===== config.mk =====
export PLATFORM = sky130hd
export DESIGN_NAME = instr_fetch
export DESIGN_NICKNAME = d
export VERILOG_FILES = /design/src/rtl/fetch_pkg.sv /design/src/rtl/fetch_perf_cnt.sv /design/src/rtl/instr_fetch.sv
export SDC_FILE = /design/constraint.sdc
export NUM_CORES = 1
export LEC_CHECK = 0
export ABC_AREA = 1
export CAP_MARGIN = 20
export CORE_ASPECT_RATIO = 1.1
export CORE_UTILIZATION = 43
export CTS_BUF_LIST = sky130_fd_sc_hd__clkbuf_4 sky130_fd_sc_hd__clkbuf_8
export DETAILED_ROUTE_END_ITERATION = 8
export PLACE_DENSITY_LB_ADDON = 0.08
export RECOVER_POWER = 25
export SYNTH_ARGS = -nofsm -noshare
export SYNTH_HDL_FRONTEND = slang
export SYNTH_SLANG_ARGS = --single-unit

===== constraint.sdc =====
create_clock -name clk -period 1.65 [get_ports clk]
set_clock_uncertainty 0.15 [all_clocks]
set_input_delay 0.2475 -clock clk [delete_from_list [all_inputs] [get_ports clk]]
set_output_delay 0.2475 -clock clk [all_outputs]
set_load 0.005 [all_outputs]

===== src/rtl/fetch_pkg.sv =====
// Shared definitions for the instruction-fetch slice: widths, the canonical
// NOP encoding and the fetch state encoding.
package fetch_pkg;

  localparam int unsigned XLEN = 32;
  localparam int unsigned ILEN = 32;

  // addi x0, x0, 0 -- what a consumer should treat as "no instruction"
  localparam logic [ILEN-1:0] INSTR_NOP = 32'h0000_0013;

  typedef enum logic {
    RUN   = 1'b0,
    FAULT = 1'b1
  } fetch_state_e;

  // A byte address is word-aligned when its two low bits are clear
  function automatic logic is_word_aligned(input logic [1:0] low_bits);
    return (low_bits == 2'b00);
  endfunction

endpackage


===== src/rtl/fetch_perf_cnt.sv =====
// Saturating counter pair for fetch-side observability: accepted handshakes
// and stalled cycles. Counters hold while enable_i is low (fault state).
module fetch_perf_cnt (
  input  logic        clk,
  input  logic        rst_n,
  input  logic        enable_i,
  input  logic        fetch_inc_i,
  input  logic        stall_inc_i,
  output logic [31:0] fetch_cnt_o,
  output logic [31:0] stall_cnt_o
);

  logic [31:0] fetch_cnt_q;
  logic [31:0] stall_cnt_q;
  logic [31:0] fetch_cnt_d;
  logic [31:0] stall_cnt_d;

  // Next values: bump on event, but never wrap past all-ones
  always_comb begin
    fetch_cnt_d = fetch_cnt_q;
    stall_cnt_d = stall_cnt_q;
    if (enable_i && fetch_inc_i && (fetch_cnt_q != 32'hFFFF_FFFF)) begin
      fetch_cnt_d = fetch_cnt_q + 32'd1;
    end
    if (enable_i && stall_inc_i && (stall_cnt_q != 32'hFFFF_FFFF)) begin
      stall_cnt_d = stall_cnt_q + 32'd1;
    end
  end

  // Counter registers, cleared by reset
  always_ff @(posedge clk or negedge rst_n) begin
    if (!rst_n) begin
      fetch_cnt_q <= '0;
      stall_cnt_q <= '0;
    end else begin
      fetch_cnt_q <= fetch_cnt_d;
      stall_cnt_q <= stall_cnt_d;
    end
  end

  assign fetch_cnt_o = fetch_cnt_q;
  assign stall_cnt_o = stall_cnt_q;

endmodule


===== src/rtl/instr_fetch.sv =====
// Instruction-fetch initiator. Owns the PC, addresses the combinational
// instruction ROM, registers each returned word with its PC and offers it to
// decode over valid/ready. Redirects replace the PC and flush the held word.
// Misaligned redirects and fetches past the ROM end lock the unit in FAULT
// until reset.
// Optional build macro: FETCH_PERF_CNT_EN adds perf_fetch_cnt/perf_stall_cnt.
module instr_fetch
  import fetch_pkg::*;
#(
  parameter int unsigned          XLEN       = fetch_pkg::XLEN,
  parameter logic [XLEN-1:0]      RESET_PC   = '0,
  parameter int unsigned          IMEM_WORDS = 64
) (
  input  logic             clk,
  input  logic             rst_n,
  output logic [XLEN-1:0]  imem_addr,
  input  logic [ILEN-1:0]  imem_rdata,
  input  logic             redirect_valid,
  input  logic [XLEN-1:0]  redirect_pc,
  output logic             out_valid,
  input  logic             out_ready,
  output logic [ILEN-1:0]  out_instr,
  output logic [XLEN-1:0]  out_pc,
  output logic             fault
`ifdef FETCH_PERF_CNT_EN
  ,
  output logic [31:0]      perf_fetch_cnt,
  output logic [31:0]      perf_stall_cnt
`endif
);

  localparam logic [XLEN-3:0] IMEM_LIMIT = (XLEN-2)'(IMEM_WORDS);

  fetch_state_e    state_q;
  logic [XLEN-1:0] pc_q;
  logic            out_valid_q;
  logic [ILEN-1:0] out_instr_q;
  logic [XLEN-1:0] out_pc_q;
  logic            fault_q;

  logic [XLEN-1:0] pc_d;
  logic            advance;
  logic            pc_out_of_range;
  logic            redirect_misaligned;

  // The output slot can take a new word when empty or being drained, unless a
  // redirect is flushing it this cycle
  assign advance             = (!out_valid_q || out_ready) && !redirect_valid;
  assign pc_out_of_range     = (pc_q[XLEN-1:2] >= IMEM_LIMIT);
  assign redirect_misaligned = !is_word_aligned(redirect_pc[1:0]);
  assign pc_d                = pc_q + XLEN'(4);

  // Fetch FSM: redirect beats everything, then advance (with range check),
  // otherwise stall; FAULT freezes everything until reset
  always_ff @(posedge clk or negedge rst_n) begin
    if (!rst_n) begin
      state_q     <= RUN;
      pc_q        <= RESET_PC;
      out_valid_q <= 1'b0;
      out_instr_q <= '0;
      out_pc_q    <= '0;
      fault_q     <= 1'b0;
    end else begin
      case (state_q)
        RUN: begin
          if (redirect_valid) begin
            pc_q        <= redirect_pc;
            out_valid_q <= 1'b0;
            if (redirect_misaligned) begin
              state_q <= FAULT;
              fault_q <= 1'b1;
            end
          end else if (advance) begin
            if (pc_out_of_range) begin
              state_q     <= FAULT;
              fault_q     <= 1'b1;
              out_valid_q <= 1'b0;
            end else begin
              out_instr_q <= imem_rdata;
              out_pc_q    <= pc_q;
              out_valid_q <= 1'b1;
              pc_q        <= pc_d;
            end
          end
        end
        FAULT: begin
          out_valid_q <= 1'b0;
          fault_q     <= 1'b1;
        end
        default: begin
          state_q     <= FAULT;
          fault_q     <= 1'b1;
          out_valid_q <= 1'b0;
        end
      endcase
    end
  end

  assign imem_addr = pc_q;
  assign out_valid = out_valid_q;
  assign out_instr = out_instr_q;
  assign out_pc    = out_pc_q;
  assign fault     = fault_q;

`ifdef FETCH_PERF_CNT_EN
  fetch_perf_cnt u_perf_cnt (
    .clk         (clk),
    .rst_n       (rst_n),
    .enable_i    (state_q == RUN),
    .fetch_inc_i (out_valid_q && out_ready),
    .stall_inc_i (out_valid_q && !out_ready),
    .fetch_cnt_o (perf_fetch_cnt),
    .stall_cnt_o (perf_stall_cnt)
  );
`else
  // Performance counters not built in this configuration
`endif

endmodule


* Yosys cells after proc, flatten, opt, wreduce, memory -nomap -nowiden
Index checks and enable logic that the tools add are counted.
** Word-level totals
- Bits in registers :: 99
- Input port bits :: 68
- Word-level logic and storage cells :: 41
** Cells by class
- $add $sub $neg :: 1
- $lt $le $gt $ge :: 1
- Eq/ne operators :: 4
- Multiplexer cells :: 17
- Bitwise logic cells :: 3
- Reductions and logical operators :: 9
** Operator list (count)
- 32-bit two-way mux :: 3
- 32-bit by 3-bit adder with 32-bit output (second input constant) :: 1
- 30-bit by 7-bit greater-or-equal comparator with 1-bit output (second input constant) :: 1
- 1-bit two-way mux :: 12
- 3-bit inequality test (second input constant) :: 3
- 3-bit AND reduction :: 2
- 1-bit case mux with 2 select lines :: 2
- 4-bit AND reduction :: 1
- 1-bit inverter :: 3
- 1-bit logical NOT :: 2
- 2-bit logical NOT :: 1
- 2-bit inequality test (second input constant) :: 1
- 2-bit nonzero test :: 1
- 1-bit logical AND :: 1
- 1-bit logical OR :: 1

* Logic depth before layout (Yosys ltp)
Gate-level depths: netlist of run 1.
- Depth in word-level cells :: 6
- Gate-level depth with buffers :: 11

* Least setup slack after synthesis of run 1
Ideal clock, no wire load.
- Path kind :: reg-to-reg
- Start :: register pc_q[2], in the netlist imem_addr[2]
- End :: register pc_q[16], in the netlist imem_addr[16]
- Arrival :: 1419 ps
- Path slack :: -36 ps
- Stages on the path, launching flop included :: 11
- Path buffers :: 0
- Clock period less this slack :: 1686 ps
- Cell sequence :: dfrtp_1 > ha_1 > nand3_1 > inv_1 > nand3_1 > inv_1 > nand3b_1 > nand2_1 > nand2_1 > nor2_1 > nor2_1
** On the way
- Word-level cells in the longest chain between the ends :: 4
- Elaborated cells between the ends (all ways) :: 7
- Those cells by class :: add/sub: 1; order compare: 1; eq/ne: 1; mux: 3; reduce/logical: 1
** RTL lines
- from (decl) :: line instr_fetch.sv:35 : logic [XLEN-1:0] pc_q;
- from (signal assigned) :: line instr_fetch.sv:67 : pc_q <= redirect_pc;
- from (signal assigned) :: line instr_fetch.sv:82 : pc_q <= pc_d;
- 32-bit by 3-bit adder with 32-bit output :: line instr_fetch.sv:51 : assign pc_d = pc_q + XLEN'(4);
- 32-bit two-way mux :: line instr_fetch.sv:74 : if (pc_out_of_range) begin
- 32-bit two-way mux :: line instr_fetch.sv:73 : end else if (advance) begin
- 32-bit two-way mux :: line instr_fetch.sv:66 : if (redirect_valid) begin
Several ways; a longest one is shown, not always the timed one. The select of a mux whose other input is x is not followed.
A chain may end at the register's enable or synchronous reset.

* Worst setup path in the final report of run 1
- Start :: register pc_q[16], in the netlist imem_addr[16]
- End :: register out_instr_q[21], in the netlist out_instr[21]
** On the way
- Word-level cells in the longest chain between the ends :: 3
** RTL lines
- 30-bit by 7-bit greater-or-equal comparator with 1-bit output :: line instr_fetch.sv:49 : assign pc_out_of_range = (pc_q[XLEN-1:2] >= IMEM_LIMIT);
- 1-bit inverter (no source line)
- 4-bit AND reduction (no source line)
- to (signal assigned) :: line instr_fetch.sv:79 : out_instr_q <= imem_rdata;
- to (decl) :: line instr_fetch.sv:37 : logic [ILEN-1:0] out_instr_q;
No other way between the ends.

==> flow_summary_export.csv, run 1 <==
group,metric,value,unit
worst_hold_path,hp-class,"primary input to async pin",
synthesis,synth_area_leaders,"dfrtp_1 51%, nand2_1 22%, nor2_1 8.7%, inv_1 3.7%, nand3_1 2.9%",
timing,setup-violations-final,95,
synthesis,syn_avg_cell_area,7.30,um^2
cts,cts_tree,"yes",
route,drc_errors,0,
place,numPortBuffers,165,
floorplan,die_w,103,um
place,gp_congestion,0.923,
synthesis,synth_edf_count,0,
timing,rsz0062_at_grt,"true",
route,wl,15500,um
floorplan,dieArea,11700,um^2
cts,clock_tree.htree_level_count,3,
timing,period_share,1.13,
timing,finalHoldViolCount,0,
cts,clk_pin_slew,0.11,ns
layout,layout.cells.non_filler,1066,
synthesis,async_flop_share,1.00,
route,num_vias,5101,
timing,worst_slack,-0.206,ns
power_and_ir_drop,power.density,559,nW/um^2
route,wl_per_cell,14.5,um
global_routing,grt_pass1_wl,24000,um
layout,area_growth,60.9,%
route,final_antenna_net_count,0,
cts,cts_inserted_buffers,9,
floorplan,die_height,113,um
timing,tightest_slew,0.535,ns
cts,cts_sinks,99,
power_and_ir_drop,total_leakage_power,4.22,nW
timing,fmax,539,MHz
synthesis,ys_ff_latch,99,
critical_path,worstSetupEndpointType,"flop",
place,hpwlAfterDp,10800,um
timing,timing.slew.headroom,0.643,
floorplan,initial_utilization,0.443,
cts,clockBufferDepth,2,
cts,cts-root-buf,"clkbuf_8",
critical_path,required,1.82,ns
timing,period_minus_slack,1.86,ns
cts,clkLatencyLatePin,0.37,ns
power_and_ir_drop,ir_drop,0.434,mV
critical_path,reg2reg_depth,11,
layout,drive_gt1_frac,0.193,
global_routing,grt_usage,0.270,
flow_run,drv_cap,0,
critical_path,cp-start-kind,"flop",
global_routing,grt_overflow,0,
outcome,violations,"negative setup slack",
critical_path,crit_type,"flop to flop",
floorplan,num_rows,40,
critical_path,critPathArrivalTime,2.03,ns
floorplan,io_pins,166,
route,firstDrtPassIters,4,
synthesis,synth_area,4830,um^2
synthesis,netlist.area_leader.share,0.513,
synthesis,yosysTopAreaCell,"dfrtp_1",
global_routing,grt_start_max_net_pins,50,
floorplan,coreArea,10900,um^2
layout,final_nets,984,
global_routing,antenna_found_initial,0,
global_routing,grt_pass1_vias,5117,
synthesis,synth_cell_type_count,26,
layout,n_antenna_cell,0,
route,drt-initial-drc-count,230,
critical_path,worstPathMaxFanout,24,
power_and_ir_drop,p_total,4.35,mW
outcome,outcome,"finished, violations left",
synthesis,syn_nets,731,
place,dp_cells,1019,
synthesis,synthFlopType,"dfrtp_1",
route,avgViaCountPerCell,4.79,
synthesis,netlist_instances,661,
synthesis,yosysWarnings,0,
timing,slew_viol_final,0,
synthesis,seq_area_frac_synth,0.513,
area by class of cell:
type	instances	area (um^2)
clock inverters	7	67.6
fillers	955	3140
flip-flops and latches	99	2480
inverters	50	193
clock buffers	9	124
repair buffers	264	2490
multi-input cells	490	2230
well taps	147	184
timing repair:
action                                  CTS  global route
endpoints found under the setup margin  179           115
cloned                                    2             3
hold buffers                              1             0
gates resized for setup                 132            66
hold endpoints to repair                 99             0
setup buffers                            18             7
pin swaps                                 3            10
worst max-delay path, cell delays in order (launching register included):
cell	delay, ns
dfrtp_1	0.41
buf_6	0.13
nor2_4	0.07
nand2_2	0.06
nor2_2	0.18
nand3_4	0.13
nor2_2	0.15
nand2_4	0.10
clkinv_4	0.11
clkbuf_16	0.19
nand2_1	0.06
nand2_1	0.05
power by group:
group / leakage, nW / internal, mW / switching [mW]
Clock: 0.0958 / 0.592 / 0.962
Sequential: 1.20 / 2.43 / 0.00390
Combinational: 2.93 / 0.203 / 0.154
Total: 4.22 / 3.23 / 1.12
placed cells by master (no fill, tap or decap), types with 2 or more instances in the layout:
master	count
buf_12	4
buf_4	75
buf_6	17
clkbuf_16	3
clkbuf_2	2
clkbuf_8	9
clkdlybuf4s15_1	2
clkdlybuf4s50_1	68
clkinv_4	3
dfrtp_1	99
dlygate4sd2_1	73
dlymetal6s2s_1	17
inv_1	45
inv_2	3
inv_8	3
nand2_1	272
nand2_2	11
nand2_4	4
nand3_1	26
nand3_2	2
nand3b_1	12
nand4_1	2
nor2_1	81
nor2_2	27
nor2_4	5
o21ai_0	22
o21ai_1	11
or2_2	2
xnor2_1	2
xor2_1	3
registers in the layout (all words and copies together), names as in the netlist:
register,flops
state_q,1
imem_addr,32
out_valid,1
out_pc,32
out_instr,32
fault,1
through the flow:
stage / worst slack [ns] / setup TNS, ns / instance area, um^2 / utilization / hold slack (ns)
2_1_floorplan: 0.0164 / 0 / 4840 / - / -0.198
3_3_place_gp: -0.225 / -14.83 / 7120 / 0.652 / 0.00649
3_5_place_dp: -0.263 / -17.25 / 7120 / 0.652 / 0.0107
4_1_cts: -0.142 / -8.73 / 7500 / 0.687 / 0.141
5_1_grt: -0.312 / -25.41 / 7770 / 0.712 / 0.262
6_report: -0.206 / -15.91 / 7770 / 0.712 / 0.247
metal layers:
layer	routed length (um)	part of all wire	global-route usage
met5	0	0	0
met4	396	0.026	0.108
met3	964	0.062	0.0593
met2	7910	0.51	0.474
met1	6190	0.40	0.317
logic make-up (layout without fill, tap and decap cells):
group | Yosys count | count (layout) | synth area share
and+or+nand+nor | 445 | 445 | 0.366
DFF | 99 | 99 | 0.513
buffers and inverters | 72 | 330 | 0.0656
AOI/OAI and AO/OA | 38 | 38 | 0.0407
xor gates and xnor gates | 5 | 5 | 0.00907
adders and majority gates | 2 | 2 | 0.00518
cells in the mapped netlist, types with 2 or more instances:
cell / n
o21ai_1: 7
buf_2: 7
o21ai_0: 27
or2_2: 2
clkbuf_1: 8
nand2_1: 287
nand4_1: 2
dfrtp_1: 99
xor2_1: 3
nand3_1: 28
inv_1: 48
buf_4: 2
buf_6: 4
ha_1: 2
nand3b_1: 12
xnor2_1: 2
nor2_1: 112
path summary, 6_finish.rpt:
| check | startpoint | endpoint | slack [ns] |
|---|---|---|---|
| worst max-delay path | imem_addr[16] | out_instr[21] | -0.21 |
| worst min-delay path | rst_n | imem_addr[10] | 0.25 |
| worst max register to register | imem_addr[16] | out_instr[21] | -0.21 |
| max in group asynchronous | rst_n | out_pc[22] | 0.21 |
| min in group clk | imem_rdata[21] | out_instr[21] | 0.25 |
| worst min register to register | out_instr[10] | out_instr[10] | 0.33 |
Note: power is estimated with default switching activity, not from simulation.
==> run 2: changes to the inputs <==
CELL_PAD_IN_SITES_DETAIL_PLACEMENT = 1   (was not set)
CELL_PAD_IN_SITES_GLOBAL_PLACEMENT = 2   (was not set)
CORE_UTILIZATION = 23   (was 43)
==> run 2 against run 1 <==
Compared with the run above:
- the run still ends with negative setup slack left
- critical path depth decreased by 2
- total power increased by 1.1%
- routed wire length increased by 21%
- non-clock buffer count increased by 3
- combinational power about the same
- sequential share of layout area decreased by 1.4 points
- clock power increased by 3%
- worst hold slack about the same
- register-to-register slack improved by 0.03 ns
- fmax increased by 1.6%
- cell count increased by 11%
- design area increased by 4.4%
- critical path type unchanged
==> flow_summary_export.csv, run 2 (synthesis gave the netlist of run 1 again) <==
group,metric,value,unit
critical_path,cp-start-kind,"flop",
route,final_antenna_net_count,0,
place,hpwlAfterDp,13700,um
cts,cts-root-buf,"clkbuf_8",
timing,slew_viol_final,0,
power_and_ir_drop,total_leakage_power,4.18,nW
global_routing,grt_pass1_wl,29600,um
global_routing,grt_pass1_vias,5632,
cts,clkLatencyLatePin,0.38,ns
critical_path,crit_start,"imem_addr[16]",
critical_path,crit_slowest_cell,"dfrtp_1",
timing,rsz0062_at_grt,"true",
outcome,violations,"negative setup slack",
route,num_vias,5149,
power_and_ir_drop,power.density,542,nW/um^2
route,wl,18700,um
timing,hold_ws,0.247,ns
critical_path,cp.buffers_inverters,1,
place,post_dp_cell_area,7300,um^2
floorplan,num_rows,55,
cts,clockBufferDepth,2,
floorplan,die_height,154,um
floorplan,io_pins,166,
timing,worst_slack,-0.176,ns
layout,area_growth,68.0,%
timing,setup-violations-final,96,
layout,drive_gt1_frac,0.218,
worst_hold_path,hp-class,"primary input to async pin",
global_routing,antenna_found_initial,0,
critical_path,critPathArrivalTime,1.94,ns
cts,cts_sinks,99,
critical_path,slowest_delay,0.45,ns
floorplan,dieArea,21600,um^2
timing,timing.slew.headroom,0.595,
route,avgViaCountPerCell,4.37,
timing,finalHoldViolCount,0,
layout,n_antenna_cell,0,
cts,cts_inserted_buffers,9,
timing,period_share,1.11,
critical_path,worstPathMaxFanout,10,
floorplan,coreArea,20600,um^2
layout,final_common_cell,"nand2_1",
critical_path,cp_top_family,"simple AND/OR/NAND/NOR gates",
cts,clock_tree.htree_level_count,3,
timing,tightest_slew,0.608,ns
critical_path,worstSetupEndpointType,"flop",
outcome,outcome,"finished, violations left",
layout,final_nets,987,
route,drt-initial-drc-count,134,
route,wl_per_cell,15.9,um
critical_path,crit_type,"flop to flop",
critical_path,required,1.76,ns
critical_path,worstPathCellList,"nor2_2, nand2_2, nor2_4, nand3_4, nand2_2, nand2_1, nor2_4, clkbuf_16, o21ai_0",
layout,final_cell_mix,"256 x nand2_1, 99 x dfrtp_1, 89 x dlygate4sd2_1",
critical_path,rr_startpoint,"imem_addr[16]",
power_and_ir_drop,ir_drop,0.345,mV
global_routing,grt_usage,0.177,
place,gp_congestion,0.787,
timing,fmax,548,MHz
route,firstDrtPassIters,4,
layout,post-route-util,0.394,
cts,clk_pin_slew,0.11,ns
place,numPortBuffers,165,
route,drc_errors,0,
timing,period_minus_slack,1.83,ns
global_routing,grt_overflow,0,
global_routing,grt_start_max_net_pins,37,
flow_run,drv_cap,0,
layout,stdcell_area,8110,um^2
floorplan,initial_utilization,0.235,
floorplan,die_w,140,um
power_and_ir_drop,p_total,4.39,mW
cts,cts_tree,"yes",
run 2: what timing repair did:
item / in CTS / in global routing
pin swaps: 6 / 14
gates resized for setup: 178 / 71
endpoints found under the hold margin: 99 / 0
endpoints found under the setup margin: 194 / 101
gates cloned: 2 / 4
setup buffers: 24 / 1
hold buffers: 1 / 0
run 2: area by class of cell:
type / count / area (um^2)
sequential: 99 / 2480
clock buffer: 10 / 138
fill: 2478 / 12500
multi-input combinational: 490 / 2330
tap: 256 / 320
timing repair buffer: 267 / 2590
inverter: 50 / 203
clock inverter: 6 / 56.3
run 2: metal layers:
| metal | vias to the layer above | track usage | wire [um] |
|---|---|---|---|
| met5 | - | 0 | 0 |
| met4 | 0 | 0.0513 | 320 |
| met3 | 17 | 0.0476 | 1040 |
| met2 | 117 | 0.315 | 9510 |
| met1 | 2485 | 0.206 | 7800 |
| li1 | 2530 | - | - |
run 2: where the power goes:
part	switching [mW]	total, mW	internal [mW]
clock	0.982	1.60	0.621
combinational	0.155	0.356	0.201
sequential	0.00492	2.44	2.43
total	1.14	4.39	3.25
run 2: path summary, 6_finish.rpt:
path	end	slack (ns)	cells after the start
worst max-delay path	imem_addr[4]	-0.18	9
worst min-delay path	imem_addr[15]	0.25	2
worst max register to register	imem_addr[4]	-0.18	9
worst min register to register	fault	0.34	1
max in group asynchronous	imem_addr[24]	0.14	3
min in group clk	out_instr[11]	0.25	3
run 2: metrics by stage:
stage	setup TNS [ns]	setup slack, ns	std cells
floorplan	0	0.0164	661
global placement	-31.02	-0.358	1134
detailed placement	-29.94	-0.390	1134
CTS	-12.91	-0.204	1176
global route	-22.83	-0.284	1178
finish	-11.91	-0.176	1178
==> run 3: changes to the inputs <==
CORE_UTILIZATION = 35   (was 23)
DONT_BUFFER_PORTS = 1   (was not set)
clock period = 1.7 ns   (was 1.65 ns; I/O delays follow)
==> run 3 against run 2 <==
Compared with the run above:
- clock power fell by 3%
- highest routed layer unchanged
- global-route usage increased by 6.8 points
- worst hold slack worse by 0.85 ns
- worst setup slack improved by 0.061 ns
- design area fell by 15%
- sequential share of layout area up 5.3 points
- routed wire length decreased by 6.2%
- total power decreased by 5.5%
- sequential power down 3%
- count of clock-buffer cells in the layout decreased by 1
- die area shrank 34%
- the run ends with negative hold slack, negative setup slack left
==> flow_summary_export.csv, run 3 (synthesis gave the netlist of run 1 again) <==
group,metric,value,unit
floorplan,dieArea,14300,um^2
timing,fmax,551,MHz
timing,tightest_slew,0.361,ns
route,firstDrtPassIters,4,
timing,tns,-4.73,ns
power_and_ir_drop,swShare,0.262,
layout,n_antenna_cell,0,
timing,hold_ws,-0.603,ns
critical_path,crit_start,"imem_addr[16]",
layout,drive_gt1_frac,0.266,
route,avgViaCountPerCell,4.83,
critical_path,worstReg2RegEnd,"out_instr[4]",
global_routing,grt_start_max_net_pins,100,
global_routing,antenna_found_initial,0,
critical_path,worstPathMaxFanout,35,
critical_path,reg2reg_depth,9,
critical_path,critPathArrivalTime,1.95,ns
power_and_ir_drop,power.density,600,nW/um^2
place,gp_congestion,0.832,
floorplan,die_w,114,um
cts,clkLatencyLatePin,0.39,ns
outcome,outcome,"finished, violations left",
power_and_ir_drop,intPower,3.06,mW
cts,cts-root-buf,"clkbuf_8",
critical_path,reg2reg_slack,-0.12,ns
layout,stdcell_area,6920,um^2
critical_path,required,1.83,ns
power_and_ir_drop,ir_drop,0.450,mV
route,drt-initial-drc-count,179,
route,wl_per_cell,18.0,um
cts,cts_tree,"yes",
place,post_dp_cell_area,5410,um^2
layout,area_growth,43.2,%
timing,setup-violations-final,85,
layout,final_nets,854,
cts,clock_tree.htree_level_count,3,
global_routing,grt.met2_usage,0.437,
power_and_ir_drop,pwr-share-seq,0.569,
global_routing,grt_pass1_wl,27100,um
power_and_ir_drop,p_total,4.15,mW
floorplan,coreArea,13300,um^2
cts,cts_inserted_buffers,9,
power_and_ir_drop,p_sw,1.09,mW
timing,slew_viol_final,0,
place,hpwlAfterDp,11400,um
floorplan,initial_utilization,0.362,
layout,final_cell_mix,"224 x nand2_1, 98 x dfrtp_1, 71 x nor2_1",
critical_path,crit_type,"flop to flop",
timing,period_minus_slack,1.82,ns
floorplan,num_rows,44,
critical_path,rr_startpoint,"imem_addr[16]",
layout,final_common_cell,"nand2_1",
critical_path,cp-start-kind,"flop",
route,wl,17500,um
timing,rsz0062_at_grt,"true",
floorplan,die_height,125,um
place,numPortBuffers,0,
critical_path,endpoint,"out_instr[4]",
power_and_ir_drop,pwr-share-comb,0.057,
route,drc_errors,0,
worst_hold_path,hp-class,"primary input to async pin",
route,num_vias,4703,
global_routing,grtUsageMet3,0.0645,
critical_path,worstSetupEndpointType,"flop",
global_routing,grt_overflow,0,
power_and_ir_drop,total_leakage_power,3.49,nW
flow_run,drv_cap,0,
timing,timing.slew.headroom,0.760,
cts,cts_sinks,99,
global_routing,grt_usage,0.245,
route,final_antenna_net_count,0,
global_routing,grt_pass1_vias,5240,
global_routing,busiest_layer,"met2",
timing,finalHoldViolCount,101,
floorplan,io_pins,166,
cts,clk_pin_slew,0.11,ns
cts,clockBufferDepth,2,
timing,worst_slack,-0.115,ns
global_routing,grt_use_met1,0.287,
outcome,violations,"negative hold slack, negative setup slack",
timing,period_share,1.07,
power_and_ir_drop,p_clk_frac,0.373,
-- run 3: changes by cell type in the layout (fill, tap and decap cells not counted), moves of 8 or more --
cell and delta:
buf_4 -8, buf_6 -14, clkdlybuf4s50_1 -67, dlygate4sd2_1 -89, dlygate4sd3_1 +61, nand2_1 -32
nand2_2 +17, nand2_4 +15, nor2_1 -9, nor2_2 +12
-- run 3: metrics by stage --
step | cells | setup slack, ns | utilization
floorplan | 661 | 0.0142 | -
global placement | 883 | -0.156 | 0.406
detailed placement | 883 | -0.263 | 0.406
CTS | 967 | -0.184 | 0.480
global route | 973 | -0.223 | 0.519
finish | 973 | -0.115 | 0.519
-- run 3: how the worst min path moves through the flow --
stage,from,endpoint,slack (ns),depth (start not counted)
after CTS,rst_n,imem_addr[29],-0.62,0
after global placement,rst_n,imem_addr[12],-0.19,0
after detailed placement,rst_n,imem_addr[12],-0.19,0
after global routing,rst_n,out_pc[28],-0.63,0
final,rst_n,imem_addr[12],-0.60,0
after floorplan,rst_n,fault,-0.19,0
-- run 3: worst max-delay path, cell delays in order (launching register included) --
cell and delay, ns:
dfrtp_1 0.43, nor2_2 0.14, nand2_2 0.07, nor2_4 0.14
nand3_4 0.13, nor2_4 0.13, nand2_4 0.11, buf_12 0.20
nand2_1 0.11, nand2_1 0.07
-- run 3: power by group through the flow --
stage | clock, mW | combinational, mW | sequential, mW
after floorplan | 0 | 0.0651 | 2.41
after global placement | 0 | 0.0897 | 2.41
after detailed placement | 0 | 0.0927 | 2.41
after CTS | 1.60 | 0.205 | 2.36
after global routing | 1.67 | 0.259 | 2.37
final | 1.55 | 0.238 | 2.36
-- run 3: final cells by class --
cell class,instances,area [um^2]
Tap cell,184,230
Clock inverter,7,67.6
Inverter,50,200
Sequential cell,99,2480
Multi-Input combinational cell,490,2480
Timing Repair Buffer,134,1330
Clock buffer,9,124
Fill cell,1632,6410
-- run 3: metal layers --
layer | share of wire | up-vias
met3 | 0.062 | 14
met2 | 0.53 | 117
met5 | 0 | -
met4 | 0.013 | 0
li1 | - | 2258
met1 | 0.40 | 2314
-- run 3: timing repair --
item                       CTS  global route
setup buffers                3             2
hold buffers                61             2
gates cloned                 4             4
hold endpoints to repair   164           103
gates resized for setup     45           140
setup endpoints to repair   95            96
pin swaps                    3            24
